==> src/rtl/plane_scan.sv <==
// plane_scan: raster-scans one TILE_W x TILE_H tile, presents each pixel
// coordinate to an external plane interpolator and forwards the result on a
// valid/ready pixel stream with a one-cycle pipeline.
// Optional feature macro: PLANE_SCAN_CLAMP_EN (saturate interp to signed
// 32-bit instead of truncating).
module plane_scan #(
  parameter int unsigned TILE_W = 32,
  parameter int unsigned TILE_H = 32
) (
  input  logic        clock,
  input  logic        reset_n,
  input  logic        start,
  input  logic [11:0] tile_x,
  input  logic [11:0] tile_y,
  output logic [11:0] x_ps,
  output logic [11:0] y_ps,
  input  logic [63:0] interp,
  output logic        pix_valid,
  input  logic        pix_ready,
  output logic [11:0] pix_x,
  output logic [11:0] pix_y,
  output logic [31:0] pix_z,
  output logic        busy,
  output logic        done
);

  localparam int unsigned CW = (TILE_W > 1) ? $clog2(TILE_W) : 1;
  localparam int unsigned RW = (TILE_H > 1) ? $clog2(TILE_H) : 1;
  localparam logic [CW-1:0] COL_LAST = CW'(TILE_W - 1);
  localparam logic [RW-1:0] ROW_LAST = RW'(TILE_H - 1);

  typedef enum logic [1:0] {IDLE, SCAN, DRAIN, DONE} state_t;

  state_t        state_q, state_d;
  logic [11:0]   tx_q, tx_d, ty_q, ty_d;
  logic [CW-1:0] col_q, col_d;
  logic [RW-1:0] row_q, row_d;
  logic [11:0]   x_ps_d, y_ps_d, pix_x_d, pix_y_d;
  logic [31:0]   pix_z_d;
  logic          pix_valid_d, busy_d, done_d;
  logic [31:0]   result_c;
  logic          load_c, xfer_c, last_c;

  // Interpolator result conditioning
`ifdef PLANE_SCAN_CLAMP_EN
  logic pos_ovf_c, neg_ovf_c;
  always_comb begin
    pos_ovf_c = !interp[63] && (|interp[62:31]);
    neg_ovf_c = interp[63] && !(&interp[62:31]);
    if (pos_ovf_c)      result_c = 32'h7FFF_FFFF;
    else if (neg_ovf_c) result_c = 32'h8000_0000;
    else                result_c = interp[31:0];
  end
`else
  logic unused_interp_hi;
  assign unused_interp_hi = ^interp[63:32];
  assign result_c = interp[31:0];
`endif

  assign load_c = (state_q == SCAN) && (!pix_valid || pix_ready);
  assign xfer_c = pix_valid && pix_ready;
  assign last_c = (col_q == COL_LAST) && (row_q == ROW_LAST);

  // Next-state and next-output logic
  always_comb begin
    state_d     = state_q;
    tx_d        = tx_q;
    ty_d        = ty_q;
    col_d       = col_q;
    row_d       = row_q;
    x_ps_d      = x_ps;
    y_ps_d      = y_ps;
    pix_x_d     = pix_x;
    pix_y_d     = pix_y;
    pix_z_d     = pix_z;
    pix_valid_d = pix_valid;

    if (xfer_c && !load_c) pix_valid_d = 1'b0;

    case (state_q)
      IDLE: begin
        if (start) begin
          tx_d    = tile_x;
          ty_d    = tile_y;
          col_d   = '0;
          row_d   = '0;
          x_ps_d  = tile_x;
          y_ps_d  = tile_y;
          state_d = SCAN;
        end
      end
      SCAN: begin
        if (load_c) begin
          pix_x_d     = x_ps;
          pix_y_d     = y_ps;
          pix_z_d     = result_c;
          pix_valid_d = 1'b1;
          if (last_c) begin
            state_d = DRAIN;
          end else begin
            if (col_q == COL_LAST) begin
              col_d = '0;
              row_d = row_q + RW'(1);
            end else begin
              col_d = col_q + CW'(1);
            end
            x_ps_d = tx_q + 12'(col_d);
            y_ps_d = ty_q + 12'(row_d);
          end
        end
      end
      DRAIN: begin
        if (xfer_c) state_d = DONE;
      end
      DONE: begin
        state_d = IDLE;
      end
      default: begin
        state_d = IDLE;
      end
    endcase

    busy_d = (state_d != IDLE);
    done_d = (state_d == DONE);
  end

  // State and output registers
  always_ff @(posedge clock or negedge reset_n) begin
    if (!reset_n) begin
      state_q   <= IDLE;
      tx_q      <= '0;
      ty_q      <= '0;
      col_q     <= '0;
      row_q     <= '0;
      x_ps      <= '0;
      y_ps      <= '0;
      pix_x     <= '0;
      pix_y     <= '0;
      pix_z     <= '0;
      pix_valid <= 1'b0;
      busy      <= 1'b0;
      done      <= 1'b0;
    end else begin
      state_q   <= state_d;
      tx_q      <= tx_d;
      ty_q      <= ty_d;
      col_q     <= col_d;
      row_q     <= row_d;
      x_ps      <= x_ps_d;
      y_ps      <= y_ps_d;
      pix_x     <= pix_x_d;
      pix_y     <= pix_y_d;
      pix_z     <= pix_z_d;
      pix_valid <= pix_valid_d;
      busy      <= busy_d;
      done      <= done_d;
    end
  end

endmodule

==> config.mk <==
export PLATFORM = sky130hd
export DESIGN_NAME = plane_scan
export DESIGN_NICKNAME = d
export VERILOG_FILES = /design/src/rtl/plane_scan.sv
export SDC_FILE = /design/constraint.sdc
export NUM_CORES = 1
export LEC_CHECK = 0
export CAP_MARGIN = 40
export CELL_PAD_IN_SITES_DETAIL_PLACEMENT = 1
export CELL_PAD_IN_SITES_GLOBAL_PLACEMENT = 1
export CORE_UTILIZATION = 36
export DETAILED_ROUTE_END_ITERATION = 8
export PLACE_DENSITY_LB_ADDON = 0.15
export REMOVE_ABC_BUFFERS = 1
export SLEW_MARGIN = 20
export SYNTH_ARGS = -nofsm -noshare
export SYNTH_HDL_FRONTEND = slang
export SYNTH_SLANG_ARGS = --single-unit
export TNS_END_PERCENT = 20
==> constraint.sdc <==
create_clock -name clock -period 3.4 [get_ports clock]
set_clock_uncertainty 0.1 [all_clocks]
set_input_delay 0.68 -clock clock [delete_from_list [all_inputs] [get_ports clock]]
set_output_delay 0.68 -clock clock [all_outputs]
set_load 0.05 [all_outputs]
# Word level (Yosys, flattened, before mapping)
# Index checks and enable logic that the tools add are counted.
[classes]
n_reduce_logical = 13
addsub = 4
eq_ne = 9
mux = 31
[ops]
columns = ["operator", "n"]
rows = [
  ["$mux W12", 6],
  ["$mux W5", 13],
  ["$pmux W12 S2", 2],
  ["$add A12 B5 Y12", 2],
  ["$pmux W5 S2", 2],
  ["$add A5 B1 Y5 const B", 2],
  ["$eq A5 B5 Y1 const B", 2],
  ["$mux W2", 4],
  ["$pmux W2 S4", 1],
  ["$eq A2 B2 Y1 const B", 3],
  ["$ne A2 B2 Y1 const B", 3],
  ["$logic_and A1 B1 Y1", 4],
  ["$reduce_and A2 Y1", 2],
  ["$reduce_and A4 Y1", 1],
  ["$reduce_bool A2 Y1", 2],
  ["$mux W1", 3],
  ["$eq A2 B1 Y1 const B", 1],
  ["$logic_not A1 Y1", 2],
  ["$logic_not A2 Y1", 1],
  ["$logic_or A1 B1 Y1", 1],
]
[word_totals]
reg_bits = 119
word_cells = 70

# Depth between registers and ports, before layout
# Gate-level depths: netlist of run 1.
[depth]
ltp_word = 9
depth_mapped = 13
mapped_depth_nobuf = 12

# Worst setup path before layout of run 1
# No wires, ideal clock.
[synth_path]
path_type = "register -> register"
startpoint = "register col_q[0]"
endpoint = "register y_ps[8]"
arrival_time_ns = 2.825
setup_slack_ns = 0.381
stages_incl_launch_ff = 13
setup_ns = 0.094
cell_sequence = "dfrtp_1 > ha_1 > and3_1 > ha_1 > buf_2 > xor2_1 > ha_1 > fa_1 > a211o_1 > a21oi_1 > nor3b_2 > xnor2_1 > a211oi_1"
[synth_via]
elab_chain_cells = 9
[synth_rtl]
columns = ["element", "line_no", "rtl"]
rows = [
  ["from (decl)", "36", "logic [CW-1:0] col_q, col_d;"],
  ["from (signal assigned)", "147", "col_q <= col_d;"],
  ["$eq A5 B5 Y1 *", "62, 101", ""],
  ["$mux W5", "101", "if (col_q == COL_LAST) begin"],
  ["$mux W5", "98", "if (last_c) begin"],
  ["$mux W5", "93", "if (load_c) begin"],
  ["$mux W5", "80", "case (state_q)"],
  ["$add A12 B5 Y12", "108", "y_ps_d = ty_q + 12'(row_d);"],
  ["$mux W12", "98", ""],
  ["$mux W12", "93", ""],
  ["$pmux W12 S2", "80", ""],
  ["to (signal assigned)", "150", "y_ps <= y_ps_d;"],
  ["to (decl)", "16", "output logic [11:0] y_ps,"],
]
# Mark *: on every way between the ends. The rest lies on a longest branch, timed or not. The select of a mux whose other input is x is not followed.
# A chain may end at the register's enable or synchronous reset.

# Worst setup path in the final report of run 1
[layout_path]
startpoint = "register col_q[0]"
endpoint = "register x_ps[10]"
[layout_via]
elab_chain_cells = 9
[layout_rtl]
columns = ["element", "line_no", "rtl"]
rows = [
  ["$add A5 B1 Y5 or $eq A5 B5 Y1 (tied branches)", "105, 62, 101", ""],
  ["$mux W5", "101", ""],
  ["$mux W5", "98", ""],
  ["$mux W5", "93", ""],
  ["$mux W5", "80", ""],
  ["$add A12 B5 Y12", "107", "x_ps_d = tx_q + 12'(col_d);"],
  ["$mux W12", "98", ""],
  ["$mux W12", "93", ""],
  ["$pmux W12 S2", "80", ""],
  ["to (signal assigned)", "149", "x_ps <= x_ps_d;"],
  ["to (decl)", "15", "output logic [11:0] x_ps,"],
]
# Parallel ways exist; a longest one is shown, timed or not. The select of a mux whose other input is x is not followed.

==> metrics.md, run 1 <==
| Metric | Value |
|---|---|
| CP most frequent cell | ha_1 |
| Startpoint types | flop |
| Critical path origin | col_q[0] |
| Pin count of the biggest net entering global routing | 59 |
| Die height | 128.3 um |
| Data required time of the critical path | 3630 ps |
| Max frequency | 311.2 MHz |
| CTS tree | built |
| R2R Path Start | col_q[0] |
| Drt first-iter violations | 137 |
| Area share of the largest cell type after synthesis | 51.87% |
| Hold slack | 383.2 ps |
| Total Wirelength | 15.77 mm |
| Detailed Place HPWL | 10.62 mm |
| Worst slew pin tran | 574.8 ps |
| Layout cells sized above 1 | 14.05% |
| Top_reg_cell synth | dfrtp_1 |
| Core Area | 15,370 sq um |
| Critical path cell sequence | ha_1, and3_1, ha_1, buf_4, nor2_1, ha_1, inv_1, fa_1, nor2b_2, o31a_1, o21ai_1, xor2_1, a211oi_2 |
| Seq/Total Area, Yosys | 51.87% |
| Max_cap viols | 0 |
| Clock Tree Buf Depth | 2 |
| Die Wd | 128.3 um |
| CTS root buf | clkbuf_16 |
| Crit path time final | 3213 ps |
| Synth warn | 0 |
| Cell type group with the largest total delay on the critical path | adder cells |
| I/O pin cnt | 175 |
| CP Capture Type | flop |
| Clk_lat worst skew | 420 ps |
| Routed Antenna Nets | 0 |
| FF+latch count, synth | 119 |
| Post-Syn Instances | 509 |
| Setup_tns | 0 ps |
| Pleak | 3.590 nW |
| CP max stage cell | dfrtp_1 |
| Slew Viols, Final | 0 |
| Gpl congestion | 0.7670 |
| Cell taking the most area after synthesis | dfrtp_1 |
| GR Overflow Total | 0 |
| Area growth syn-to-layout | 39.47% |
| TritonRoute pass-1 iters | 4 |
| Pre-CTS WS | 144.6 ps |
| Ant. Diodes | 0 |
| Final Cycle Share | 94.51% |
| Avg Cell Area, Syn | 11.28 sq um |
| Largest fanout on the critical path | 9 |
| Vias in the first global route | 4,723 |
| # H-tree levels | 4 |
| # DRC | 0 |
| Vias/cell | 5.033 |
| Slew margin rel. | 61.68% |
| Routed wire per std cell | 17.92 um |
| Setup CP Type | reg -> reg |
| Initial antenna violation count | 0 |
| First-pass GRT wire length | 25.11 mm |
| Min-delay src | tx_q[0] |
| Nets | 765 |
| Synth cell types | 52 |
| Final Setup Violations | 0 |
| Core Rows | 45 |
| HP Class | reg -> reg |
| Sink Count | 119 |
| Largest cells by area after synthesis | dfrtp_1, mux2_4, nand2_1, mux2_1, ha_1 |
| Final cell count without fillers | 880 |
| RSZ-0062 raised after global routing | no |
| IO buf count | 142 |
| Power density cells | 1162 nW/um^2 |
| CP arrival | 3440 ps |
| EDFF count, synth | 0 |
| Syn Std Cell Area | 5741 sq um |
| Detailed-route via count | 4,429 |
| VDD IR-drop max | 0.0005502 V |
| PnR worst setup slack | 186.6 ps |
| Power consumption | 9.300 mW |
| Die Area | 16,450 sq um |
| Num CTS Buffers | 17 |
| Worst Path Buf+Inv | 2 |
| GRT Util Overall | 20.07% |
| Fillers | 1,630 |
| Clk slew on worst S/H paths | 60 ps |
| Status | finished, final reports clean |
| Initial Util | 37.35% |
| Crit path largest cell delay | 420 ps |
| DP Cell Count | 847 |
| Post-synthesis async set-or-reset flop share | 100.0% |
| Hold Vio Cnt, Final | 0 |
stage by stage:
| stage | utilization (%) | area (sq um) |
|---|---|---|
| after detailed placement | 47.84 | 7353 |
| after global placement | 47.84 | 7353 |
| after CTS | 51.80 | 7963 |
| final | 52.09 | 8006 |
| after floorplan | - | 5558 |
| after global routing | 52.09 | 8006 |
tightest hold or removal path: cells and delay by family, from the launching register on:
family / cells / cell delay (ps)
and+or+nand+nor: 2 / 100
DFF: 1 / 350
registers in the layout (all words and copies together), names as in the netlist:
name / cells
pix_x: 12
row_q: 5
state_q: 2
ty_q: 12
tx_q: 12
col_q: 5
pix_valid: 1
pix_y: 12
pix_z: 32
busy: 1
x_ps: 12
done: 1
y_ps: 12
path summary, 6_finish.rpt:
path	depth (start not counted)	slack [ps]	endpoint
max in group asynchronous	4	1840	pix_z[2]
min in group asynchronous	2	530	pix_z[13]
hold reg to reg	2	380	tx_q[0]
setup reg to reg	13	190	x_ps[10]
hold / removal	2	380	tx_q[0]
setup / recovery	13	190	x_ps[10]
synth_stat cells, types with 5 or more instances:
master,count
xor2_1,9
o21ai_0,9
a21oi_1,17
xnor2_1,7
o21ai_1,20
dfrtp_1,119
a22oi_1,6
mux2_4,40
a211oi_1,9
ha_1,14
mux2_1,16
nand2_1,120
inv_1,5
and3_1,8
buf_2,10
nor3_1,5
nor2_1,22
cell type report:
cell class | count | area (sq um) | area share, %
Multi-Input combinational cell | 360 | 2567 | 32.07
Inverter | 5 | 18.77 | 0.2344
Timing Repair Buffer | 154 | 1569 | 19.60
Tap cell | 211 | 264.0 | 3.297
Sequential cell | 119 | 2978 | 37.19
Clock inverter | 13 | 180.2 | 2.250
Clock buffer | 18 | 429.2 | 5.360
logic make-up (layout without fill, tap and decap cells):
kind of cell	count (synthesis)	after routing	share of synthesized area (%)
flops	119	119	51.87
buf+inv	30	190	3.509
simple gates	177	177	13.62
fa+ha+maj	16	16	3.749
compound gates	91	91	10.46
xor+xnor	16	16	2.441
mux	60	60	14.34
power by group:
| group | total [mW] | internal [mW] | switching (mW) |
|---|---|---|---|
| registers | 2.53 | 2.06 | 0.474 |
| clock network | 1.87 | 1.22 | 0.653 |
| logic | 4.90 | 1.87 | 3.02 |
| total | 9.30 | 5.15 | 4.15 |
timing repair:
action,in CTS,in global routing
hold endpoints to repair,0,5
setup endpoints to repair,0,3
hold buffers,0,1
gates resized for setup,0,2
setup buffers,0,0
per-layer routing:
metal  wire (um)  up-vias  global-route usage [%]
met5           0        -                       0
met1        7103     2231                   25.19
met2        7651      120                   33.45
met3         743       23                   4.299
li1            -     2055                       -
met4         274        0                   8.374
layout by cell type (no fill, tap or decap), types with 2 or more instances in the layout:
cell,n
o21ai_0,9
mux2i_1,2
nand3_1,4
mux2_1,16
buf_12,3
bufinv_16,4
clkinv_2,4
a41oi_1,3
o21bai_1,2
and3_1,8
dfrtp_1,119
a21oi_1,16
fa_1,2
buf_4,8
nand2b_1,3
clkdlybuf4s50_1,141
a211oi_1,9
inv_1,5
nor2b_1,3
a31oi_1,4
nor3_1,5
a22oi_1,6
ha_1,14
o21ai_1,20
o21a_1,2
clkinvlp_4,3
o2111ai_1,2
clkbuf_16,17
o211ai_1,3
a21o_1,4
o31ai_1,3
or3_1,3
nor2_1,22
xnor2_1,7
xor2_1,9
nand2_1,120
mux2_2,2
mux2_4,40
Note: power is estimated with default switching activity, not from simulation.
==> inputs of run 2 (changes only) <==
- HOLD_SLACK_MARGIN: unset -> 0.02
==> results of run 2 <==
No change in the layout: final DEF, timing and power equal those of run 1.
==> inputs of run 3 (changes only) <==
- CORE_UTILIZATION: 36 -> 29
- HOLD_SLACK_MARGIN: 0.02 -> 0.03
==> metrics.md, run 3 (synthesis results as in run 1) <==
| Metric | Value |
|---|---|
| Fillers | 2,101 |
| Biggest register | pix_z |
| Sink Count | 119 |
| Pre-CTS WS | 199.3 ps |
| VDD IR-drop max | 0.0003646 V |
| Reg2reg path depth | 13 |
| Most frequent cells in the layout | clkdlybuf4s50_1, nand2_1, dfrtp_1, mux2_4, nor2_1 |
| RSZ-0062 raised after global routing | yes |
| Final Setup Violations | 0 |
| I/O pin cnt | 175 |
| Slew margin rel. | 62.67% |
| Num CTS Buffers | 17 |
| Die Area | 20,360 sq um |
| R2R Path Start | col_q[0] |
| Max reg flops | 32 |
| First-pass GRT wire length | 25.18 mm |
| GR Overflow Total | 0 |
| Internal power | 5.127 mW |
| IO buf count | 142 |
| Gpl congestion | 0.7293 |
| Combinational Power Share | 52.3% |
| Max frequency | 313.3 MHz |
| Power density cells | 1146 nW/um^2 |
| CP arrival | 3420 ps |
| Data required time of the critical path | 3630 ps |
| Largest fanout on the critical path | 9 |
| Cell type group with the largest total delay on the critical path | adder cells |
| P_sw | 4.135 mW |
| Clk slew on worst S/H paths | 60 ps |
| Detailed-route via count | 4,372 |
| Pleak | 3.587 nW |
| Clock network fraction of total power | 20.5% |
| Area of the multi-input gates | 2570 sq um |
| Worst Path Buf+Inv | 2 |
| # H-tree levels | 4 |
| R2R Setup Slk | 210 ps |
| Clock Tree Buf Depth | 2 |
| Setup_tns | 0 ps |
| Routed wire per std cell | 16.43 um |
| Detailed Place HPWL | 10.42 mm |
| Slew Viols, Final | 0 |
| TritonRoute pass-1 iters | 4 |
| Core Rows | 51 |
| Ant. Diodes | 0 |
| Die Wd | 142.7 um |
| Max_cap viols | 0 |
| Switching Fraction | 44.64% |
| Post-CTS setup buffer count | 0 |
| # DRC | 0 |
| Min-delay src | ty_q[4] |
| Power consumption | 9.263 mW |
| Worst slew pin tran | 558.6 ps |
| Status | finished, final reports clean |
| FF+latch area | 2978 sq um |
| CP Capture Type | flop |
| Critical path cell sequence | ha_1, and3_1, ha_1, buf_4, nor2_1, ha_2, inv_1, fa_1, nor2b_2, o31a_1, o21ai_1, xor2_1, a211oi_2 |
| Clk_lat worst skew | 420 ps |
| Reg-to-reg endpoint | x_ps[10] |
| Drt first-iter violations | 131 |
| Flop pwr share | 27.2% |
| Die height | 142.7 um |
| Setup CP Type | reg -> reg |
| Area growth syn-to-layout | 40.82% |
| Layout cells sized above 1 | 14.61% |
| Initial Util | 29.50% |
| Worst Hold Endpoint | ty_q[4] |
| CTS tree | built |
| Vias/cell | 4.671 |
| Commonest non-fill, non-tap cell in the layout | clkdlybuf4s50_1 |
| Vias in the first global route | 4,671 |
| Crit path time final | 3192 ps |
| Core Area | 19,460 sq um |
| Routed Antenna Nets | 0 |
| Hold Vio Cnt, Final | 0 |
| CP max stage cell | dfrtp_1 |
| HP Class | reg -> reg |
| Final Cycle Share | 93.88% |
| CP most frequent cell | ha_1 |
| Initial antenna violation count | 0 |
| CTS root buf | clkbuf_16 |
| Nets | 766 |
| GRT Util Overall | 16.23% |
| Crit path largest cell delay | 430 ps |
| PnR worst setup slack | 208.0 ps |
| Hold path cells | 2 |
| Total Wirelength | 15.38 mm |
| Startpoint types | flop |
| Pin count of the biggest net entering global routing | 59 |
[run 3: cell types whose count changed in the layout (fill, tap and decap cells not counted), sizes merged]
cell | previous run | this run
clkinv | 5 | 3
inv | 6 | 8
buf | 12 | 13
bufinv | 4 | 3
clkbuf | 18 | 19
clkinvlp | 3 | 4
[run 3: final cells by class]
type,count,area share [%]
clock buffers,19,5.603
well taps,265,4.102
clock inverters,13,2.089
flip-flops and latches,119,36.84
repair buffers,155,19.35
inverters,5,0.2322
multi-input cells,360,31.79
[run 3: power groups by stage]
stage                     Sequential (mW)  Combinational, mW  Clock [mW]
final                                2.52               4.84        1.90
after global routing                 2.62               5.20        2.01
after CTS                            2.53               4.90        1.95
after detailed placement             2.55               4.86           0
after global placement               2.50               4.80           0
after floorplan                      4.02               1.76           0
[run 3: how the worst max path moves through the flow]
stage	start	to	slack, ps	cells after the start
after floorplan	col_q[0]	y_ps[8]	400	11
after CTS	col_q[0]	x_ps[10]	100	13
after detailed placement	col_q[0]	y_ps[8]	200	11
after global placement	col_q[0]	y_ps[8]	240	11
after global routing	col_q[0]	x_ps[8]	-0.9	13
final	col_q[0]	x_ps[10]	210	13
[run 3: stage by stage]
stage | hold slack [ps] | util, % | cells | instance area (sq um)
final | 383.5 | 41.54 | 936 | 8084
after global routing | 416.0 | 41.54 | 936 | 8084
after CTS | 271.8 | 41.30 | 934 | 8038
after detailed placement | 374.0 | 38.10 | 902 | 7416
after global placement | 366.1 | 38.10 | 902 | 7416
after floorplan | 284.4 | - | 484 | 5558
[run 3: what timing repair did]
item                                    in CTS  in global routing
resized for setup                            0                  3
hold buffers                                 0                  1
endpoints found under the setup margin       0                  5
endpoints found under the hold margin        0                  6
[run 3: worst min-delay path, cell delays in order, from the launching register on]
cell and delay [ps]:
dfrtp_1 340, nand2_1 50, nand2_1 60
[run 3: layer usage]
metal	part of all wire, %	wire length [um]	GRT usage [%]
met5	0	0	0
met4	1.8	278	6.904
met3	5.5	849	3.823
met2	45	6957	25.28
met1	47	7294	21.51
==> RTL edit, RTL diff (settings of run 2) <==
Take the reset off `pix_z` and load it in a clocked block of its own.
--- a/src/rtl/plane_scan.sv
+++ b/src/rtl/plane_scan.sv
@@ -138,3 +138,2 @@
       pix_y     <= '0;
-      pix_z     <= '0;
       pix_valid <= 1'b0;
@@ -152,3 +151,2 @@
       pix_y     <= pix_y_d;
-      pix_z     <= pix_z_d;
       pix_valid <= pix_valid_d;
@@ -159,2 +157,6 @@
 
+  always_ff @(posedge clock) begin
+    pix_z <= pix_z_d;
+  end
+
 endmodule
Check against the original RTL: differs if reset_n is asserted again (counterexample within 4 cycles, from zero or initial values and one cycle with reset_n low); with reset_n held inactive, the same outputs for 4 cycles.
==> RTL edit against run 2 <==
- wire length shrank 11%
- first-iteration DRC count up 8.0%
- area after synthesis down 9.4%
- setup slack gained 81 ps
- non-clock buffer count unchanged
- critical endpoint is now x_ps[8]
- sequential cell count is the same
- final cell count decreased by 9.2%
- design area down 7.5%
Power is not compared: it rests on default switching activity, and its combinational part moved more than twofold at a synthesized area within 25%.
==> RTL edit: results <==
[logic_synthesis]
synth_area_leaders = "dfrtp_1 42%, edfxtp_1 18%, nand2_1 7.1%"
ys_types = 49
synth_edf_count = 32
synth_common_cells = "98 x nand2_1, 87 x dfrtp_1, 32 x edfxtp_1"
asyncSetResetFlopFracSynth_pct = 73.11
ys_seq_area_share_pct = 60.32

[grt]
grt_util_met1_pct = 24.04
met3_usage_pct = 4.089
grt_start_max_net_pins = 88
grt_usage_pct = 20.24
met2_usage_pct = 36.24
grt_pass1_wl_um = 22900
grt_pass1_vias = 4401

[power_and_ir_drop]
p_leak_uw = 0.003182

[worst_setup_path]
critical_path_arrival_ps = 3330
ff2ff_path_depth = 12
crit_fanout = 5
r2r_end = "x_ps[8]"
r2r_setup_slack_ps = 270

[layout]
largest_reg_flops = 32
fillers = 1523
finalNetCount = 716
layout-drive-gt1-share_pct = 11.47

[place]
place_hpwl_um = 9588
port_buffers = 142
place_area_mm2 = 0.006844
gp_congestion = 0.7748

[routing]
avgViaCountPerCell = 5.093
wl_met1_um = 5907
wl_met3_um = 378
first_pass_iters = 4
met2WireLength_um = 7539
drt_iter0_markers = 148
wl_um = 14050

[cts]
cts.htree.levels = 4
path_clk_slew_ps = 50
cts-buffers-inserted = 17

[sta]
relSlewSlack_pct = 57.99

[hold_path]
min_path_type = "in -> async"

[run_status]
outcome = "completed"
RTL edit: per-stage QoR:
| stage | setup WS [ps] | hold slack (ps) | power [µW] | instances |
|---|---|---|---|---|
| after floorplan | 478.0 | 284.4 | 3591 | 435 |
| after global placement | 256.5 | 367.1 | 4382 | 767 |
| after detailed placement | 145.8 | 374.0 | 4456 | 767 |
| after CTS | 94.67 | 227.9 | 6106 | 797 |
| after global routing | 18.99 | 252.1 | 6359 | 799 |
| final | 267.4 | 215.5 | 6050 | 799 |
RTL edit: worst max-delay path: cells and delay by family (launching register included):
kind                       cells  cell delay (ps)
AOI/OAI and AO/OA              3              690
xor gates and xnor gates       1              180
adders and majority gates      4             1060
buffers and inverters          1               60
DFF                            1              430
and+or+nand+nor                3              500
RTL edit: kinds of logic (layout without fill, tap and decap cells):
logic type / after synthesis / count (layout) / synth area share [%]
xor+xnor: 16 / 16 / 2.694
compound gates: 91 / 91 / 11.06
flops: 119 / 119 / 60.32
fa+ha+maj: 16 / 16 / 4.137
mux: 28 / 28 / 6.013
simple gates: 160 / 160 / 13.68
buf+inv: 24 / 189 / 2.092
RTL edit: report_power, final:
group	switching [µW]	internal, µW
clock	581	1030
sequential	246	1830
combinational	1500	855
total	2330	3720
RTL edit: layout make-up:
type                            instances  area share, %
Clock buffer                           27          7.063
Clock inverter                          3         0.2028
Inverter                                5         0.2535
Multi-Input combinational cell        311          26.51
Sequential cell                       119          42.38
Tap cell                              180          3.042
Timing Repair Buffer                  154          20.55
RTL edit: repair_timing:
action | 4_1_cts | 5_1_grt
gates resized for setup | 0 | 4
buffers inserted | 0 | 2
setup endpoints to repair | 0 | 6
